**src/rtl/rv32i_lsu_pkg.sv**
```systemverilog
// Shared definitions for the RV32I load/store unit: FSM state codes,
// Funct3 access-size codes, byte-enable patterns and small helpers.
package rv32i_lsu_pkg;

  typedef logic [1:0] lsu_state_t;

  localparam lsu_state_t ST_IDLE = 2'd0;
  localparam lsu_state_t ST_REQ  = 2'd1;
  localparam lsu_state_t ST_RSP  = 2'd2;
  localparam lsu_state_t ST_DONE = 2'd3;

  localparam logic [2:0] F3_B  = 3'b000;
  localparam logic [2:0] F3_H  = 3'b001;
  localparam logic [2:0] F3_W  = 3'b010;
  localparam logic [2:0] F3_BU = 3'b100;
  localparam logic [2:0] F3_HU = 3'b101;

  localparam logic [3:0] BE_BYTE = 4'b0001;
  localparam logic [3:0] BE_HALF = 4'b0011;
  localparam logic [3:0] BE_WORD = 4'b1111;

  // Unknown Funct3 codes behave as a full word access.
  function automatic logic [2:0] norm_size(input logic [2:0] f3);
    case (f3)
      F3_B, F3_H, F3_W, F3_BU, F3_HU: norm_size = f3;
      default:                        norm_size = F3_W;
    endcase
  endfunction

  // Halfwords need an even address, words a multiple of four.
  function automatic logic is_misaligned(input logic [2:0] f3, input logic [1:0] addr_lo);
    case (norm_size(f3))
      F3_H, F3_HU: is_misaligned = addr_lo[0];
      F3_W:        is_misaligned = (addr_lo != 2'b00);
      default:     is_misaligned = 1'b0;
    endcase
  endfunction

endpackage

```
**src/rtl/load_store_unit_if.sv**
```systemverilog
// Data-bus interface between the load/store unit (master) and memory (slave).
//
// Handshake: the master raises BusReq with BusWe/BusAddr/BusWData/BusBe and
// keeps all of them stable until the cycle BusGnt is high; that cycle is the
// transfer. A write completes with the grant (BusErr sampled with BusGnt). A
// read completes on the first cycle with BusRValid high at or after the grant
// (BusErr sampled with BusRValid). Responses outside a pending access are
// ignored by the master.
interface load_store_unit_if;
  logic        BusReq;
  logic        BusWe;
  logic [31:0] BusAddr;
  logic [31:0] BusWData;
  logic [3:0]  BusBe;
  logic        BusGnt;
  logic        BusRValid;
  logic [31:0] BusRData;
  logic        BusErr;

  modport master (
    output BusReq, BusWe, BusAddr, BusWData, BusBe,
    input  BusGnt, BusRValid, BusRData, BusErr
  );

  modport slave (
    input  BusReq, BusWe, BusAddr, BusWData, BusBe,
    output BusGnt, BusRValid, BusRData, BusErr
  );
endinterface

```
**src/rtl/lsu_align.sv**
```systemverilog
// Combinational lane steering: store byte enables and replicated store data,
// plus load lane extraction with sign/zero extension.
module lsu_align
  import rv32i_lsu_pkg::*;
(
  input  logic [2:0]  funct3,
  input  logic [1:0]  addr_lo,
  input  logic [31:0] store_data,
  input  logic [31:0] bus_rdata,
  output logic [3:0]  bus_be,
  output logic [31:0] bus_wdata,
  output logic [31:0] load_data
);

  logic [2:0]  size;
  logic [31:0] shifted;
  logic [7:0]  lane_b;
  logic [15:0] lane_h;

  // Halfword lane uses addr[1] only, so an odd halfword address never
  // straddles lanes when alignment is not trapped.
  always_comb begin
    size      = norm_size(funct3);
    shifted   = bus_rdata >> {addr_lo, 3'b000};
    lane_b    = shifted[7:0];
    lane_h    = addr_lo[1] ? bus_rdata[31:16] : bus_rdata[15:0];
    bus_be    = BE_WORD;
    bus_wdata = store_data;
    load_data = bus_rdata;
    case (size)
      F3_B: begin
        bus_be    = BE_BYTE << addr_lo;
        bus_wdata = {4{store_data[7:0]}};
        load_data = {{24{lane_b[7]}}, lane_b};
      end
      F3_BU: begin
        bus_be    = BE_BYTE << addr_lo;
        bus_wdata = {4{store_data[7:0]}};
        load_data = {24'd0, lane_b};
      end
      F3_H: begin
        bus_be    = BE_HALF << {addr_lo[1], 1'b0};
        bus_wdata = {2{store_data[15:0]}};
        load_data = {{16{lane_h[15]}}, lane_h};
      end
      F3_HU: begin
        bus_be    = BE_HALF << {addr_lo[1], 1'b0};
        bus_wdata = {2{store_data[15:0]}};
        load_data = {16'd0, lane_h};
      end
      default: begin
        bus_be    = BE_WORD;
        bus_wdata = store_data;
        load_data = bus_rdata;
      end
    endcase
  end

endmodule

```
**src/rtl/load_store_unit.sv**
```systemverilog
// Memory-stage load/store unit: stalls the pipeline while a single bus
// access runs through IDLE -> REQ -> (RSP) -> DONE, with timeout abort.
// Optional feature: define LSU_MISALIGN_TRAP_EN to fault misaligned halfword
// and word accesses without touching the bus.
module load_store_unit
  import rv32i_lsu_pkg::*;
#(
  parameter int unsigned TIMEOUT = 255
) (
  input  logic                clk,
  input  logic                rst,
  input  logic                MemReadM,
  input  logic                MemWriteM,
  input  logic [2:0]          Funct3M,
  input  logic [31:0]         ALUResultM,
  input  logic [31:0]         WriteDataM,
  output logic                StallM,
  output logic [31:0]         ReadDataM,
  output logic                ErrM,
  load_store_unit_if.master   bus,
  output lsu_state_t          state_dbg
);

  localparam int CW = (TIMEOUT < 2) ? 1 : $clog2(TIMEOUT + 1);
  localparam logic [CW-1:0] CNT_LAST = CW'(TIMEOUT - 1);

  lsu_state_t  state, next_state;
  logic [CW-1:0] cnt;
  logic        req_q;
  logic [31:0] addr_q, wdata_q, rdata_q;
  logic [2:0]  f3_q;
  logic        we_q, err_q;

  logic        start, illegal, misalign, timeout_hit;
  logic        fin, fin_err, fin_cap;
  logic [31:0] load_data;

  assign start       = (state == ST_IDLE) && (MemReadM || MemWriteM);
  assign illegal     = MemReadM && MemWriteM;
  assign timeout_hit = (TIMEOUT != 0) && (cnt == CNT_LAST);

`ifdef LSU_MISALIGN_TRAP_EN
  assign misalign = is_misaligned(Funct3M, ALUResultM[1:0]);
`else
  assign misalign = 1'b0;
`endif

  lsu_align u_align (
    .funct3     (f3_q),
    .addr_lo    (addr_q[1:0]),
    .store_data (wdata_q),
    .bus_rdata  (bus.BusRData),
    .bus_be     (bus.BusBe),
    .bus_wdata  (bus.BusWData),
    .load_data  (load_data)
  );

  // Next-state decode; a completing response wins over a same-cycle timeout.
  always_comb begin
    next_state = state;
    fin        = 1'b0;
    fin_err    = 1'b0;
    fin_cap    = 1'b0;
    case (state)
      ST_IDLE: begin
        if (start) begin
          if (illegal || misalign) begin
            next_state = ST_DONE;
            fin        = 1'b1;
            fin_err    = 1'b1;
          end else begin
            next_state = ST_REQ;
          end
        end
      end
      ST_REQ: begin
        if (bus.BusGnt && we_q) begin
          next_state = ST_DONE;
          fin        = 1'b1;
          fin_err    = bus.BusErr;
        end else if (bus.BusGnt && bus.BusRValid) begin
          next_state = ST_DONE;
          fin        = 1'b1;
          fin_cap    = 1'b1;
          fin_err    = bus.BusErr;
        end else if (timeout_hit) begin
          next_state = ST_DONE;
          fin        = 1'b1;
          fin_err    = 1'b1;
        end else if (bus.BusGnt) begin
          next_state = ST_RSP;
        end
      end
      ST_RSP: begin
        if (bus.BusRValid) begin
          next_state = ST_DONE;
          fin        = 1'b1;
          fin_cap    = 1'b1;
          fin_err    = bus.BusErr;
        end else if (timeout_hit) begin
          next_state = ST_DONE;
          fin        = 1'b1;
          fin_err    = 1'b1;
        end
      end
      default: next_state = ST_IDLE;
    endcase
  end

  // State, counter, request, request latches and result registers.
  always_ff @(posedge clk) begin
    if (!rst) begin
      state   <= ST_IDLE;
      cnt     <= '0;
      req_q   <= 1'b0;
      addr_q  <= '0;
      wdata_q <= '0;
      f3_q    <= F3_W;
      we_q    <= 1'b0;
      rdata_q <= '0;
      err_q   <= 1'b0;
    end else begin
      state <= next_state;
      req_q <= (next_state == ST_REQ);
      if (state == ST_IDLE) begin
        cnt <= '0;
      end else if (state == ST_REQ || state == ST_RSP) begin
        cnt <= cnt + CW'(1);
      end
      if (start) begin
        addr_q  <= ALUResultM;
        wdata_q <= WriteDataM;
        f3_q    <= Funct3M;
        we_q    <= MemWriteM;
      end
      if (fin) begin
        err_q   <= fin_err;
        rdata_q <= (fin_cap && !fin_err) ? load_data : 32'd0;
      end else if (state == ST_DONE) begin
        err_q   <= 1'b0;
        rdata_q <= 32'd0;
      end
    end
  end

  assign bus.BusReq  = req_q;
  assign bus.BusWe   = we_q;
  assign bus.BusAddr = {addr_q[31:2], 2'b00};

  // IDLE stalls combinationally as soon as an access shows up; DONE releases.
  always_comb begin
    StallM = 1'b0;
    case (state)
      ST_IDLE: StallM = MemReadM || MemWriteM;
      ST_REQ,
      ST_RSP:  StallM = 1'b1;
      default: StallM = 1'b0;
    endcase
  end

  assign ReadDataM = rdata_q;
  assign ErrM      = err_q;
  assign state_dbg = state;

endmodule

```
**src/flat_wrapper.sv**
```systemverilog
// flat-port wrapper written by rule: the top's interface ports become plain ports
module load_store_unit_flat import rv32i_lsu_pkg::*;
#(
  parameter int unsigned TIMEOUT = 255
)
  (clk, rst, MemReadM, MemWriteM, Funct3M, ALUResultM, WriteDataM, StallM, ReadDataM, ErrM, state_dbg, bus_BusReq, bus_BusWe, bus_BusAddr, bus_BusWData, bus_BusBe, bus_BusGnt, bus_BusRValid, bus_BusRData, bus_BusErr);
  load_store_unit_if bus_i ();
  input  logic clk;
  input  logic rst;
  input  logic MemReadM;
  input  logic MemWriteM;
  input  logic [2:0] Funct3M;
  input  logic [31:0] ALUResultM;
  input  logic [31:0] WriteDataM;
  output logic StallM;
  output logic [31:0] ReadDataM;
  output logic ErrM;
  output lsu_state_t state_dbg;
  output wire logic [$bits(bus_i.BusReq)-1:0] bus_BusReq;
  output wire logic [$bits(bus_i.BusWe)-1:0] bus_BusWe;
  output wire logic [$bits(bus_i.BusAddr)-1:0] bus_BusAddr;
  output wire logic [$bits(bus_i.BusWData)-1:0] bus_BusWData;
  output wire logic [$bits(bus_i.BusBe)-1:0] bus_BusBe;
  input wire logic [$bits(bus_i.BusGnt)-1:0] bus_BusGnt;
  input wire logic [$bits(bus_i.BusRValid)-1:0] bus_BusRValid;
  input wire logic [$bits(bus_i.BusRData)-1:0] bus_BusRData;
  input wire logic [$bits(bus_i.BusErr)-1:0] bus_BusErr;
  assign bus_BusReq = bus_i.BusReq;
  assign bus_BusWe = bus_i.BusWe;
  assign bus_BusAddr = bus_i.BusAddr;
  assign bus_BusWData = bus_i.BusWData;
  assign bus_BusBe = bus_i.BusBe;
  assign bus_i.BusGnt = bus_BusGnt;
  assign bus_i.BusRValid = bus_BusRValid;
  assign bus_i.BusRData = bus_BusRData;
  assign bus_i.BusErr = bus_BusErr;
  load_store_unit #(.TIMEOUT(TIMEOUT)) u_core (.clk(clk), .rst(rst), .MemReadM(MemReadM), .MemWriteM(MemWriteM), .Funct3M(Funct3M), .ALUResultM(ALUResultM), .WriteDataM(WriteDataM), .StallM(StallM), .ReadDataM(ReadDataM), .ErrM(ErrM), .bus(bus_i), .state_dbg(state_dbg));
endmodule
```
**config.mk**
```make
export PLATFORM = sky130hd
export DESIGN_NAME = load_store_unit_flat
export DESIGN_NICKNAME = d
export VERILOG_FILES = /design/src/rtl/rv32i_lsu_pkg.sv /design/src/rtl/load_store_unit_if.sv /design/src/rtl/lsu_align.sv /design/src/rtl/load_store_unit.sv /design/src/flat_wrapper.sv
export SDC_FILE = /design/constraint.sdc
export NUM_CORES = 1
export LEC_CHECK = 0
export CAP_MARGIN = 5
export CELL_PAD_IN_SITES_DETAIL_PLACEMENT = 0
export CELL_PAD_IN_SITES_GLOBAL_PLACEMENT = 2
export CORE_ASPECT_RATIO = 1.5
export CORE_MARGIN = 5
export CORE_UTILIZATION = 26
export CTS_CLUSTER_DIAMETER = 50
export DETAILED_ROUTE_END_ITERATION = 8
export PLACE_DENSITY = 0.87
export SLEW_MARGIN = 20
export SYNTH_ARGS = -nofsm -noshare
export SYNTH_HDL_FRONTEND = slang
export SYNTH_SLANG_ARGS = --single-unit
```
**constraint.sdc**
```tcl
create_clock -name clk -period 2.48 [get_ports clk]
set_input_delay 0.372 -clock clk [delete_from_list [all_inputs] [get_ports clk]]
set_output_delay 0.372 -clock clk [all_outputs]
set_load 0.03 [all_outputs]
```
# [Yosys cells after proc, flatten, opt, wreduce, memory -nomap -nowiden]
# Cells that the tools add are included.
[classes] add_sub_neg=1 multipliers=0 n_div=0 magnitude_cmp=0 eq_ne=12 shifts=3 mux=35 bitwise=1 reduce_logical=17
[ops] operator="case mux 32 bit (4 select lines)" count=1
[ops] operator="two-way mux 32 bit" count=3
[ops] operator="case mux 32 bit (2 select lines)" count=1
[ops] operator="right shift 32 x 5 -> 8 bit" count=1
[ops] operator="two-way mux 16 bit" count=1
[ops] operator="two-way mux 2 bit" count=8
[ops] operator="two-way mux 1 bit" count=14
[ops] operator="equality test 3 bit (second input constant)" count=4
[ops] operator="adder 8 x 1 -> 8 bit (second input constant)" count=1
[ops] operator="equality test 8 bit (second input constant)" count=1
[ops] operator="case mux 4 bit (2 select lines)" count=1
[ops] operator="OR reduction 2 bit" count=4
[ops] operator="equality test 3 x 1 -> 1 bit (second input constant)" count=2
[ops] operator="logical NOT 3 bit" count=2
[ops] operator="case mux 1 bit (3 select lines)" count=2
[ops] operator="case mux 2 bit (3 select lines)" count=1
[ops] operator="logical AND 1 bit" count=5
[ops] operator="OR reduction 5 bit" count=1
[ops] operator="equality test 2 x 1 -> 1 bit (second input constant)" count=2
[ops] operator="equality test 2 bit (second input constant)" count=2
[ops] operator="case mux 1 bit (2 select lines)" count=2
[ops] operator="left shift 1 x 2 -> 4 bit (first input constant)" count=1
[ops] operator="left shift 2 x 2 -> 4 bit (first input constant)" count=1
[ops] operator="equality test 3 x 2 -> 1 bit (second input constant)" count=1
[ops] operator="other kinds (6)" count=7
[totals] regBits=112 latchBits=0 ramBits=0 mem_bits_ro=0 in_bits=106 out_inout_bits=106 word_cells=78 n_memories=0

# [Depth between registers and ports, before layout]
[depth] ltp_word=9 depth_mapped=9 mapped_depth_nobuf=7

# [Modules after synthesis]
# A second synthesis with hierarchy kept.
[unflattened] hier_cells=670 area_unflattened_um2=5874.4
[modules_own_cells] mod="load_store_unit" n_inst=1 cells_per_inst=483 area_each_um2=4406.7 seq_area_each_um2=2242.2
[modules_own_cells] mod="lsu_align" n_inst=1 cells_per_inst=187 area_each_um2=1467.7 seq_area_each_um2=0.0

# [Worst setup path before layout]
# No wires, ideal clock.
[synth_timing] kind="register -> output" start="reg u_core.state[0] (netlist: u_core.state_dbg[0])" end="out StallM" arrival_ps=1751 t_required_ps=2108 setup_slack_ps=357 stages_incl_launch_ff=7 path_buffers=1 path_cell_list="dfxtp_1 inv_1 ha_1 o21a_1 clkbuf_1 nor2_1 nor2_1"
[synth_between] elab_chain_len=3 word_cells_on_any_way=5 cone_classes="eq/ne: 2; mux: 1; reduce/logical: 2"
[synth_lines] element="start, declared" line_no="load_store_unit.sv:27" rtl="lsu_state_t state, next_state;"
[synth_lines] element="start signal, assigned" line_no="load_store_unit.sv:123" rtl="state <= next_state;"
[synth_lines] element="equality test 2 bit or equality test 2 x 1 -> 1 bit (tied branches)" line_no="load_store_unit.sv:153" rtl="case (state)"
[synth_lines] element="OR reduction 2 bit" line_no="load_store_unit.sv:153"
[synth_lines] element="case mux 1 bit (2 select lines) (*)" line_no="load_store_unit.sv:153"
[synth_lines] element="end, declared" line_no="flat_wrapper.sv:15" rtl="output logic StallM;"
# Mark *: on every way between the ends. The rest lies on a longest branch, timed or not.

# [Final worst setup path]
[layout_timing] start="reg u_core.f3_q[1]" end="out bus_BusWData[20]"
[layout_between] elab_chain_len=6 word_cells_on_any_way=14 cone_classes="eq/ne: 7; mux: 2; reduce/logical: 5"
[layout_lines] element="start, declared" line_no="load_store_unit.sv:31" rtl="logic [2:0] f3_q;"
[layout_lines] element="start signal, assigned" line_no="load_store_unit.sv:133" rtl="f3_q <= Funct3M;"
[layout_lines] element="equality test 3 x 1 -> 1 bit, or another cell as far along" line_no="rv32i_lsu_pkg.sv:24" rtl="case (f3)"
[layout_lines] element="OR reduction 5 bit" line_no="rv32i_lsu_pkg.sv:24"
[layout_lines] element="two-way mux 3 bit (*)" line_no="rv32i_lsu_pkg.sv:24"
[layout_lines] element="equality test 3 bit, or another cell as far along" line_no="lsu_align.sv:30" rtl="case (size)"
[layout_lines] element="OR reduction 2 bit (no source line)"
[layout_lines] element="case mux 32 bit (2 select lines) (*)" line_no="lsu_align.sv:30"
[layout_lines] element="end, declared" line_no="flat_wrapper.sv:22" rtl="output wire logic [$bits(bus_i.BusWData)-1:0] bus_BusWData;"
# Marked as above.

==> results.yml <==
clock_tree:
  htreeDepth: 3
  postCtsHoldBufs: 0
  path_clk_slew_ns: 0.07
  post_cts_resized: 0
  ctsLongestPathBuffers: 2
  post_cts_buffers: 0
  numCtsBuffers: 9
  cts_tree: "yes"
  cts_root_buf: "clkbuf_16"
  clock-sinks: 112
  clk-insertion-delay-late_ns: 0.35
min_path:
  min_to: "u_core.addr_q[26]$_SDFFE_PN0N_"
  holdCritPathClass: "flip-flop to flip-flop"
  min_path_cells: 2
  hp-start: "u_core.addr_q[26]$_SDFFE_PN0N_"
critical_path:
  crit_chain: "buf_12 -> mux2_2 -> clkdlybuf4s50_1"
  r2r_end: "u_core.ReadDataM[0]$_SDFFE_PN0P_"
  r2r_slack_ns: 0.30
  cp_slowest_cell: "clkdlybuf4s50_1"
  cpPeakStageDelay_ns: 0.60
  end_kind: "output port"
  r2r_cells: 7
  critPathArrivalTime_ns: 1.97
  r2r_start: "u_core.state_dbg[0]$_SDFF_PN0_"
  crit_buf_inv: 2
  crit_fanout: 62
  cp_top_family: "buffers and inverters"
  path_class: "flip-flop to output port"
  crit_required_ns: 2.11
  start_kind: "flip-flop"
timing:
  slew_headroom: 0.517
  fin_crit_ns: 2.35
  setup_viol: 0
  rsz0062_at_grt: "false"
  setup_tns_ns: 0
  post-route-period-util: 0.946
  slew_violations: 0
  max_freq_ghz: 0.426
  finClkSkew_ns: 0.0107
  hold_viol_final: 0
  tightest_slew_ns: 0.723
place:
  port_buffers: 209
  placed_cell_area_sq_um: 7800
  gp_congestion: 0.788
  hpwl_um: 13300
layout:
  fillers: 2264
  final_area_sq_um: 8120
  multi_input_area_sq_um: 2920
  drive_gt1_frac: 0.139
  layout_common_cells: "clkdlybuf4s50_1 (188), nand2_1 (151), dfxtp_1 (111)"
  nets: 899
  seqCellArea_sq_um: 2240
  layout_commonest_cell: "clkdlybuf4s50_1"
  area_delta_synth_final_pct: 41.7
global_routing:
  grt_pass1_wl_um: 28800
  first_global_vias: 5055
  antenna_found_initial: 2
  gr-total-overflow: 0
  grt_max_degree: 70
  grt_use_total: 0.143
power:
  p_per_area_nw_per_um2: 894
  switching_share: 0.412
  combPwrFrac: 0.478
  p_int_mw: 4.27
  peakVddDrop_uv: 640
  p_switching_mw: 2.99
  p_seq_frac: 0.318
  p_leak_nw: 3.03
  clkPwrFrac: 0.204
synth:
  synth_seq_cells: 112
  syn_area_sq_um: 5730
  synthFlopType: "dfxtp_1"
  syn_inst: 636
  synth_seq_area_share: 0.391
  async_flop_share: 0
  synth.area.top_cells: "dfxtp_1 (39%), nand2_1 (9.9%), a21boi_0 (8.6%)"
  synthDominantCellAreaShare: 0.391
  synth-edff-count: 0
  avgSynthCellArea_sq_um: 9.01
  yosys.area.top_type: "dfxtp_1"
  synth_warnings: 0
  synth.distinct_cells: 53
drt:
  avgRoutedWirePerCell_um: 17.3
  dr.pass1.iters: 4
  drt_iter0_drc: 224
  vias_per_cell: 4.60
  drc: 0
  via_count: 4908
  routed_wl_um: 18400
  detail-route-antenna-nets: 0
run:
  drv_cap: 0
floorplan:
  chipWidth_um: 131
  initial_core_util: 0.264
  die_h_um: 192
  coreArea_sq_um: 21700
  pin_count: 212
  row_count: 66
  dieArea_sq_um: 25200
outcome:
  status: "finished clean"
==> cell families (layout without fill, tap and decap cells) <==
logic type                 count (synthesis)  in the layout  synth area share
buffers and inverters                     94            249             0.102
adders and majority gates                  6              6            0.0131
muxes                                     35             35            0.0694
other                                      1              4          0.000655
and+or+nand+nor                          202            202             0.155
AOI/OAI and AO/OA                        180            180             0.259
xor gates and xnor gates                   6              6           0.00917
DFF                                      112            112             0.391
==> power groups by stage <==
stage               Clock (mW)  Sequential (mW)  Combinational, mW
finish                    1.48             2.31               3.47
detailed placement           0             2.35               3.54
global route              1.63             2.36               3.77
floorplan                    0             2.37               2.29
global placement             0             2.35               3.53
CTS                       1.57             2.31               3.55
==> metal layers <==
| metal | GRT usage | vias up | wire [um] |
|---|---|---|---|
| li1 | - | 2465 | - |
| met1 | 0.164 | 2285 | 7380 |
| met2 | 0.257 | 137 | 9690 |
| met3 | 0.0390 | 17 | 1070 |
| met4 | 0.0472 | 4 | 283 |
| met5 | 0 | - | 27 |
==> cell usage after synthesis (2+ instances only) <==
master	instances
buf_1	2
a31oi_1	3
mux2_2	18
a221oi_1	8
a2bb2oi_1	3
nand3_1	3
o22ai_1	7
mux4_2	2
mux2i_1	15
nor2_2	2
nor3b_1	2
clkbuf_1	19
buf_4	42
dfxtp_1	112
buf_6	7
ha_1	6
a21oi_1	25
inv_1	8
nor2_4	2
o2bb2ai_2	30
o2bb2ai_1	3
xor2_1	3
o21ai_0	20
nand2_1	151
nor2_1	16
nand4_1	2
xnor2_1	3
nand2b_1	7
o21a_1	2
nor2b_1	6
and3_1	2
o31ai_1	4
a21boi_0	66
buf_2	16
==> worst reg2reg max path, delay by kind of cell (launching register included) <==
family                   cells  cell delay (ns)
AO/OA/AOI/OAI                2             0.81
adder cells (fa/ha/maj)      1             0.32
buffers and inverters        1             0.11
flip-flops                   1             0.43
AND/OR/NAND/NOR              3             0.46
==> registers in the layout (all words and copies together), names as in the netlist <==
signal,flops
u_core.ReadDataM,32
u_core.bus.BusWe,1
u_core.f3_q,3
u_core.wdata_q,32
u_core.state_dbg,2
u_core.cnt,8
u_core.addr_q,32
u_core.bus.BusReq,1
u_core.ErrM,1
==> stage by stage <==
| stage | total power [mW] | worst slack [ns] | instances | hold slack (ns) | util |
|---|---|---|---|---|---|
| 2_1_floorplan | 4.67 | 0.357 | 637 | 0.440 | - |
| 4_1_cts | 7.43 | 0.0187 | 1064 | 0.455 | 0.373 |
| 3_5_place_dp | 5.89 | 0.191 | 1048 | 0.453 | 0.359 |
| 6_report | 7.26 | 0.135 | 1066 | 0.464 | 0.374 |
| 5_1_grt | 7.76 | 0.0226 | 1064 | 0.487 | 0.374 |
| 3_3_place_gp | 5.87 | 0.231 | 1048 | 0.449 | 0.359 |
==> how the worst max path moves through the flow <==
stage	startpoint	to	slack, ns	cells after the start
global route	u_core.addr_q[1]$_SDFFE_PN0N_	bus_BusBe[3]	0.02	4
finish	u_core.f3_q[1]$_SDFFE_PN1N_	bus_BusWData[20]	0.13	3
global placement	bus_BusGnt	u_core.ReadDataM[8]$_SDFFE_PN0P_	0.23	6
floorplan	u_core.state_dbg[0]$_SDFF_PN0_	StallM	0.36	6
CTS	u_core.f3_q[1]$_SDFFE_PN1N_	bus_BusWData[8]	0.02	4
detailed placement	bus_BusGnt	u_core.ReadDataM[6]$_SDFFE_PN0P_	0.19	6
==> layout make-up <==
cell class              count  share of cell area
diodes                      2            0.000616
clock buffers               9              0.0277
clock inverters             7             0.00863
inverters                   8             0.00370
multi-input cells         431               0.360
flip-flops and latches    112               0.276
well taps                 272              0.0419
repair buffers            225               0.281
Note: power is estimated with default switching activity, not from simulation.
